$ cat src/rtl/pe_pkg.sv
// Shared types and saturation helpers for the vector MAC processing element.
package pe_pkg;

    typedef enum logic [1:0] {
        ST_IDLE  = 2'd0,
        ST_ACCUM = 2'd1,
        ST_HOLD  = 2'd2
    } pe_state_e;

    // Largest value a signed accumulator of acc_w bits can hold, 65-bit wide.
    function automatic logic signed [64:0] sat_max(input int acc_w);
        sat_max = (65'sd1 <<< (acc_w - 1)) - 65'sd1;
    endfunction

    // Smallest value a signed accumulator of acc_w bits can hold, 65-bit wide.
    function automatic logic signed [64:0] sat_min(input int acc_w);
        sat_min = -(65'sd1 <<< (acc_w - 1));
    endfunction

endpackage

$ cat src/rtl/pe_lane.sv
// One MAC lane: operand extension, multiply, saturating accumulate, sticky flag.
module pe_lane
    import pe_pkg::*;
#(
    parameter int DATA_WIDTH   = 8,
    parameter int WEIGHT_WIDTH = 8,
    parameter int ACC_WIDTH    = 32
) (
    input  logic                    clk,
    input  logic                    rst,
    input  logic                    beat_en,
    input  logic                    first_beat,
    input  logic                    signed_mode,
    input  logic [DATA_WIDTH-1:0]   data,
    input  logic [WEIGHT_WIDTH-1:0] weight,
    output logic [ACC_WIDTH-1:0]    acc,
    output logic                    sat
);

    localparam int PROD_W = DATA_WIDTH + WEIGHT_WIDTH + 2;
    // Sum is kept wide enough that neither the product nor the add can wrap
    // before the clamp compare.
    localparam int SUM_W  = (ACC_WIDTH + 1 > PROD_W + 1) ? ACC_WIDTH + 1 : PROD_W + 1;

    localparam logic signed [64:0]      MAX_FULL = sat_max(ACC_WIDTH);
    localparam logic signed [64:0]      MIN_FULL = sat_min(ACC_WIDTH);
    localparam logic signed [SUM_W-1:0] MAX_S    = MAX_FULL[SUM_W-1:0];
    localparam logic signed [SUM_W-1:0] MIN_S    = MIN_FULL[SUM_W-1:0];

    logic signed [DATA_WIDTH:0]   data_x;
    logic signed [WEIGHT_WIDTH:0] weight_x;
    logic signed [PROD_W-1:0]     prod;
    logic signed [SUM_W-1:0]      base;
    logic signed [SUM_W-1:0]      sum;
    logic [ACC_WIDTH-1:0]         acc_q, acc_d;
    logic                         sat_q, sat_d;

    // Extend, multiply, add and clamp the next accumulator value
    always_comb begin
        data_x   = {signed_mode & data[DATA_WIDTH-1], data};
        weight_x = {signed_mode & weight[WEIGHT_WIDTH-1], weight};
        prod     = data_x * weight_x;
        if (first_beat) begin
            base = '0;
        end else begin
            base = SUM_W'($signed(acc_q));
        end
        sum   = base + SUM_W'(prod);
        acc_d = acc_q;
        sat_d = sat_q;
        if (beat_en) begin
            sat_d = first_beat ? 1'b0 : sat_q;
            if (sum > MAX_S) begin
                acc_d = MAX_S[ACC_WIDTH-1:0];
                sat_d = 1'b1;
            end else if (sum < MIN_S) begin
                acc_d = MIN_S[ACC_WIDTH-1:0];
                sat_d = 1'b1;
            end else begin
                acc_d = sum[ACC_WIDTH-1:0];
            end
        end
    end

    // Accumulator and sticky saturation registers
    always_ff @(posedge clk) begin
        if (rst) begin
            acc_q <= '0;
            sat_q <= 1'b0;
        end else begin
            acc_q <= acc_d;
            sat_q <= sat_d;
        end
    end

    assign acc = acc_q;
    assign sat = sat_q;

endmodule

$ cat src/rtl/pe_vec_mac.sv
// Vector MAC processing element: LANES parallel dot-product lanes with
// double-buffered weights, input/output handshakes and systolic forwarding.
//
//   state    | meaning
//   ---------+----------------------------------------------
//   ST_IDLE  | accumulators empty, next beat starts a vector
//   ST_ACCUM | partial sum held, vector in progress
//   ST_HOLD  | result pending on out_acc until out_ready
module pe_vec_mac
    import pe_pkg::*;
#(
    parameter int LANES        = 4,
    parameter int DATA_WIDTH   = 8,
    parameter int WEIGHT_WIDTH = 8,
    parameter int ACC_WIDTH    = 32
) (
    input  logic                          clk,
    input  logic                          rst,
    input  logic                          signed_mode,
    input  logic                          w_load,
    input  logic [LANES*WEIGHT_WIDTH-1:0] w_data,
    input  logic                          w_swap,
    input  logic                          in_valid,
    output logic                          in_ready,
    input  logic [LANES*DATA_WIDTH-1:0]   in_data,
    input  logic                          in_last,
    output logic                          fwd_valid,
    output logic [LANES*DATA_WIDTH-1:0]   fwd_data,
    output logic                          out_valid,
    input  logic                          out_ready,
    output logic [LANES*ACC_WIDTH-1:0]    out_acc,
    output logic [LANES-1:0]              out_sat
);

    pe_state_e                     state_q, state_d;
    logic                          mode_q, mode_d;
    logic [LANES*WEIGHT_WIDTH-1:0] w_act_q, w_act_d;
    logic [LANES*WEIGHT_WIDTH-1:0] w_sh_q, w_sh_d;
    logic                          swap_pend_q, swap_pend_d;
    logic                          fwd_valid_q, fwd_valid_d;
    logic [LANES*DATA_WIDTH-1:0]   fwd_data_q, fwd_data_d;
    logic                          beat_acc, first_beat, lane_mode;
    logic                          swap_req, swap_apply;

    assign in_ready   = (state_q != ST_HOLD);
    assign out_valid  = (state_q == ST_HOLD);
    assign beat_acc   = in_valid && in_ready;
    assign first_beat = beat_acc && (state_q == ST_IDLE);
    assign lane_mode  = first_beat ? signed_mode : mode_q;

    // Next-state logic for the vector sequencing FSM
    always_comb begin
        state_d = state_q;
        case (state_q)
            ST_IDLE:  if (beat_acc) state_d = in_last ? ST_HOLD : ST_ACCUM;
            ST_ACCUM: if (beat_acc && in_last) state_d = ST_HOLD;
            ST_HOLD:  if (out_ready) state_d = ST_IDLE;
            default:  state_d = ST_IDLE;
        endcase
    end

    // Weight banks: a swap only lands on a vector boundary so a vector never
    // mixes banks; the beat accepted on that edge still sees the old weights.
    always_comb begin
        swap_req    = w_swap || swap_pend_q;
        swap_apply  = swap_req && (((state_q == ST_IDLE) && !beat_acc) ||
                                   (beat_acc && in_last) ||
                                   ((state_q == ST_HOLD) && out_ready));
        w_act_d     = swap_apply ? w_sh_q : w_act_q;
        w_sh_d      = w_load ? w_data : w_sh_q;
        swap_pend_d = swap_req && !swap_apply;
    end

    // Operand mode latch and systolic forwarding register
    always_comb begin
        mode_d      = lane_mode;
        fwd_valid_d = beat_acc;
        fwd_data_d  = beat_acc ? in_data : fwd_data_q;
    end

    // Control state registers
    always_ff @(posedge clk) begin
        if (rst) begin
            state_q     <= ST_IDLE;
            mode_q      <= 1'b0;
            w_act_q     <= '0;
            w_sh_q      <= '0;
            swap_pend_q <= 1'b0;
            fwd_valid_q <= 1'b0;
            fwd_data_q  <= '0;
        end else begin
            state_q     <= state_d;
            mode_q      <= mode_d;
            w_act_q     <= w_act_d;
            w_sh_q      <= w_sh_d;
            swap_pend_q <= swap_pend_d;
            fwd_valid_q <= fwd_valid_d;
            fwd_data_q  <= fwd_data_d;
        end
    end

    assign fwd_valid = fwd_valid_q;
    assign fwd_data  = fwd_data_q;

    for (genvar g = 0; g < LANES; g++) begin : g_lane
        pe_lane #(
            .DATA_WIDTH  (DATA_WIDTH),
            .WEIGHT_WIDTH(WEIGHT_WIDTH),
            .ACC_WIDTH   (ACC_WIDTH)
        ) u_lane (
            .clk        (clk),
            .rst        (rst),
            .beat_en    (beat_acc),
            .first_beat (first_beat),
            .signed_mode(lane_mode),
            .data       (in_data[g*DATA_WIDTH +: DATA_WIDTH]),
            .weight     (w_act_q[g*WEIGHT_WIDTH +: WEIGHT_WIDTH]),
            .acc        (out_acc[g*ACC_WIDTH +: ACC_WIDTH]),
            .sat        (out_sat[g])
        );
    end

endmodule

$ cat config.mk
export PLATFORM = sky130hd
export DESIGN_NAME = pe_vec_mac
export DESIGN_NICKNAME = d
export VERILOG_FILES = /design/src/rtl/pe_pkg.sv /design/src/rtl/pe_lane.sv /design/src/rtl/pe_vec_mac.sv
export SDC_FILE = /design/constraint.sdc
export NUM_CORES = 2
export LEC_CHECK = 0
export BUFFER_PORTS_ARGS = -buffer_cell sky130_fd_sc_hd__buf_4
export CAP_MARGIN = 20
export CORE_MARGIN = 5
export CORE_UTILIZATION = 35
export CTS_CLUSTER_DIAMETER = 120
export DETAILED_ROUTE_END_ITERATION = 8
export PLACE_DENSITY = 0.62
export SYNTH_ARGS = -nofsm -noshare
export SYNTH_HDL_FRONTEND = slang
export SYNTH_SLANG_ARGS = --single-unit
$ cat constraint.sdc
create_clock -name clk -period 18.89 [get_ports clk]
set_clock_uncertainty 0.1 [all_clocks]
set_input_delay 1.889 -clock clk [delete_from_list [all_inputs] [get_ports clk]]
set_output_delay 1.889 -clock clk [all_outputs]
set_load 0.05 [all_outputs]
==> results.yml <==
synth:
  async_flop_share_pct: 0
  synth_ff_type: "dfxtp_1"
  synth_seq_cells: 233
  syn_inst: 3834
  synth_edf_count: 0
  synth_nets: 4682
  yosysUniqueCellTypes: 85
  synth.avg_cell_area_um2: 8.59
  mappedNetlistArea_um2: 32900
  yosysWarnings: 0
  seq_area_frac_synth_pct: 14.2
die:
  io_pins: 239
  dieWidth_um: 317
  core_area_um2: 93300
  initial_core_util_pct: 35.3
  die_area_um2: 100000
  std_cell_rows: 112
  die_h_um: 317
sta:
  final-setup-viol-count: 0
  fmax_ghz: 0.0983
  final.min_clock_period_ns: 10.17
  setup_ws_ns: 8.72
  fin_tns_setup_ns: 0
  period_share_pct: 53.8
  slew_violations: 0
  worst_pin_slew_ns: 1.09
  worst_slew_margin_rel_pct: 27.3
  final-hold-violation-count: 0
  rsz0062_at_grt: "false"
drt:
  wl_um: 86000
  wl_per_cell_um: 16.5
  met1_length_um: 39900
  route.detailed.drc: 0
  wl_met2_um: 38900
  dr.pass1.iters: 5
  drt_iter0_drc: 1141
  dr_total_vias: 25000
  postRouteAntennaNets: 0
  wl_met3_um: 5710
  viasPerCell: 4.80
  routed.top_layer: "met4"
global_routing:
  grt_usage_pct: 17.2
  grt_first_pass_wirelength_um: 138000
  overflow: 0
  grt_start_max_net_pins: 116
  grt_pass1_vias: 25400
  grt_antenna_before_repair: 4
pwr:
  seqPwrFrac_pct: 27.7
  combPwrFrac_pct: 40.1
  total_power_uw: 2080
  p_int_uw: 1230
  ir_drop_uv: 46.2
  p_per_area_nw_per_um2: 56.5
  power.leakage_uw: 0.0187
  p_sw_share_pct: 40.8
  p_switching_uw: 851
  power_frac_clock_pct: 32.1
setup_path:
  cpMaxStageDelayCell: "fa_1"
  arrival_ns: 10.47
  crit_family: "adder cells"
  crit_type: "in -> reg"
  slowest_delay_ns: 0.77
  critPathMaxFanout: 40
  crit_path_end_kind: "flip-flop"
  critPathLaunchType: "input port"
  crit_path_frequent_cell: "fa_1"
  worst-endpoint-required_ns: 19.19
  crit_buf_inv: 5
min_path:
  hp-class: "reg -> reg"
clocking:
  clk_path_buf_depth: 3
  cts_made_buffers: 35
  cts_max_level: 2
  cts_tree: "built"
  cts.clk_slew.worst_paths_ns: 0.06
  ctsResizeCount: 0
  cts-root-buf: "clkbuf_16"
  clock-sinks: 233
  cts_setup_buffers: 0
  clk_latency_ns: 0.58
  cts_hold_buf: 0
layout:
  area_growth_pct: 12.0
  drive_above_1_share_pct: 11.3
  nets: 4788
  filler_cell_count: 9496
placed_design:
  portBuffers: 238
  finalWeightedCongestion: 0.861
  place_ws_ns: 8.11
  place_hpwl_um: 68600
run_status:
  status: "finished, final reports clean"
run:
  drv_cap: 0
routing by layer:
| layer | track usage (%) | up-vias |
|---|---|---|
| met5 | 0 | - |
| met3 | 3.56 | 74 |
| li1 | - | 12200 |
| met4 | 3.69 | 0 |
| met1 | 24.0 | 12300 |
| met2 | 27.8 | 460 |
power groups by stage:
stage / registers [µW] / clock network, µW / logic [µW]
after detailed placement: 588 / 0 / 839
final: 578 / 670 / 836
after global placement: 587 / 0 / 828
after floorplan: 687 / 0 / 511
after global routing: 584 / 710 / 927
after CTS: 578 / 696 / 845
through the flow:
| stage | util (%) | hold slack, ns | std cells | cell area (µm²) |
|---|---|---|---|---|
| global route | 39.5 | 0.367 | 5220 | 36900 |
| global placement | 38.2 | 0.341 | 5155 | 35700 |
| floorplan | - | 0.331 | 3834 | 32900 |
| CTS | 39.5 | 0.355 | 5218 | 36900 |
| detailed placement | 38.3 | 0.347 | 5156 | 35700 |
| finish | 39.5 | 0.352 | 5221 | 36900 |
kinds of logic (layout without fill, tap and decap cells):
family | after synthesis | in the layout | share of synthesized area, %
AND/OR/NAND/NOR | 996 | 996 | 14.4
XOR/XNOR | 118 | 118 | 3.23
multiplexers | 34 | 34 | 1.04
flip-flops | 233 | 233 | 14.2
adder cells (fa/ha/maj) | 866 | 866 | 43.0
buffers and inverters | 1002 | 1133 | 11.7
AO/OA/AOI/OAI | 585 | 585 | 12.4
other | 0 | 2 | 0
synth_stat cells (15+ instances only):
master    count  area, µm²
inv_1       816       3060
fa_1        464       9290
nand2_1     350       1310
ha_1        312       3900
and2_1      286       1790
nor2_1      239        897
dfxtp_1     233       4660
a21oi_1     195        976
clkbuf_1    155        582
a211oi_1     88        661
o21ai_0      71        355
a21o_1       62        465
xnor2_1      59        517
xor2_1       55        482
maj3_2       53        597
maj3_1       37        370
mux2i_1      33        330
a211oi_2     31        388
nand3_1      24        120
o211ai_1     23        173
nand2b_1     20        125
and3_1       18        113
o21bai_1     15        113
worst paths after layout:
check	start	cells after the start	to	slack, ns
worst min-delay path	w_sh_q[6]$_SDFFE_PP0P_	2	w_act_q[6]$_SDFFE_PP0P_	0.35
worst max-delay path	in_valid	26	g_lane[3].u_lane.acc[2]$_SDFFE_PP0P_	8.72
worst max register to register	state_q[1]$_SDFFE_PP0P_	25	g_lane[3].u_lane.acc[2]$_SDFFE_PP0P_	9.75
worst min register to register	w_sh_q[6]$_SDFFE_PP0P_	2	w_act_q[6]$_SDFFE_PP0P_	0.35
cells in the final DEF (no fill, tap or decap), drive strengths merged, types with 19 or more instances in the layout:
cell and count:
ha 312, and2 286, and3 19, a21oi 199, nand2b 20, nand3 24, maj3 90, inv 820
o211ai 26, xnor2 62, nand2 350, dfxtp 233, a21o 62, nor2 239, clkbuf 42, buf 255
xor2 56, a211oi 120, fa 464, mux2i 33, o21ai 78
flip-flops by register name, indices dropped and copies added, names as in the netlist:
| name | count |
|---|---|
| g_lane.u_lane.acc | 128 |
| fwd_data | 32 |
| w_act_q | 32 |
| w_sh_q | 32 |
| g_lane.u_lane.sat | 4 |
| state_q | 2 |
| fwd_valid | 1 |
| mode_q | 1 |
| swap_pend_q | 1 |
worst min-delay path: stages (launching register included):
cell and delay, ns:
dfxtp_1 0.31, nand2_1 0.05, a21oi_1 0.05
area by class of cell:
type	instances	area (µm²)	share of cell area, %
repair buffers	255	1950	5.29
diodes	2	5.00	0.0136
inverters	816	3060	8.31
flip-flops and latches	233	4660	12.6
clock buffers	42	953	2.59
multi-input cells	2599	24500	66.4
well taps	1254	1570	4.25
clock inverters	20	198	0.536
No activity file was read; power rests on OpenSTA's default activity.
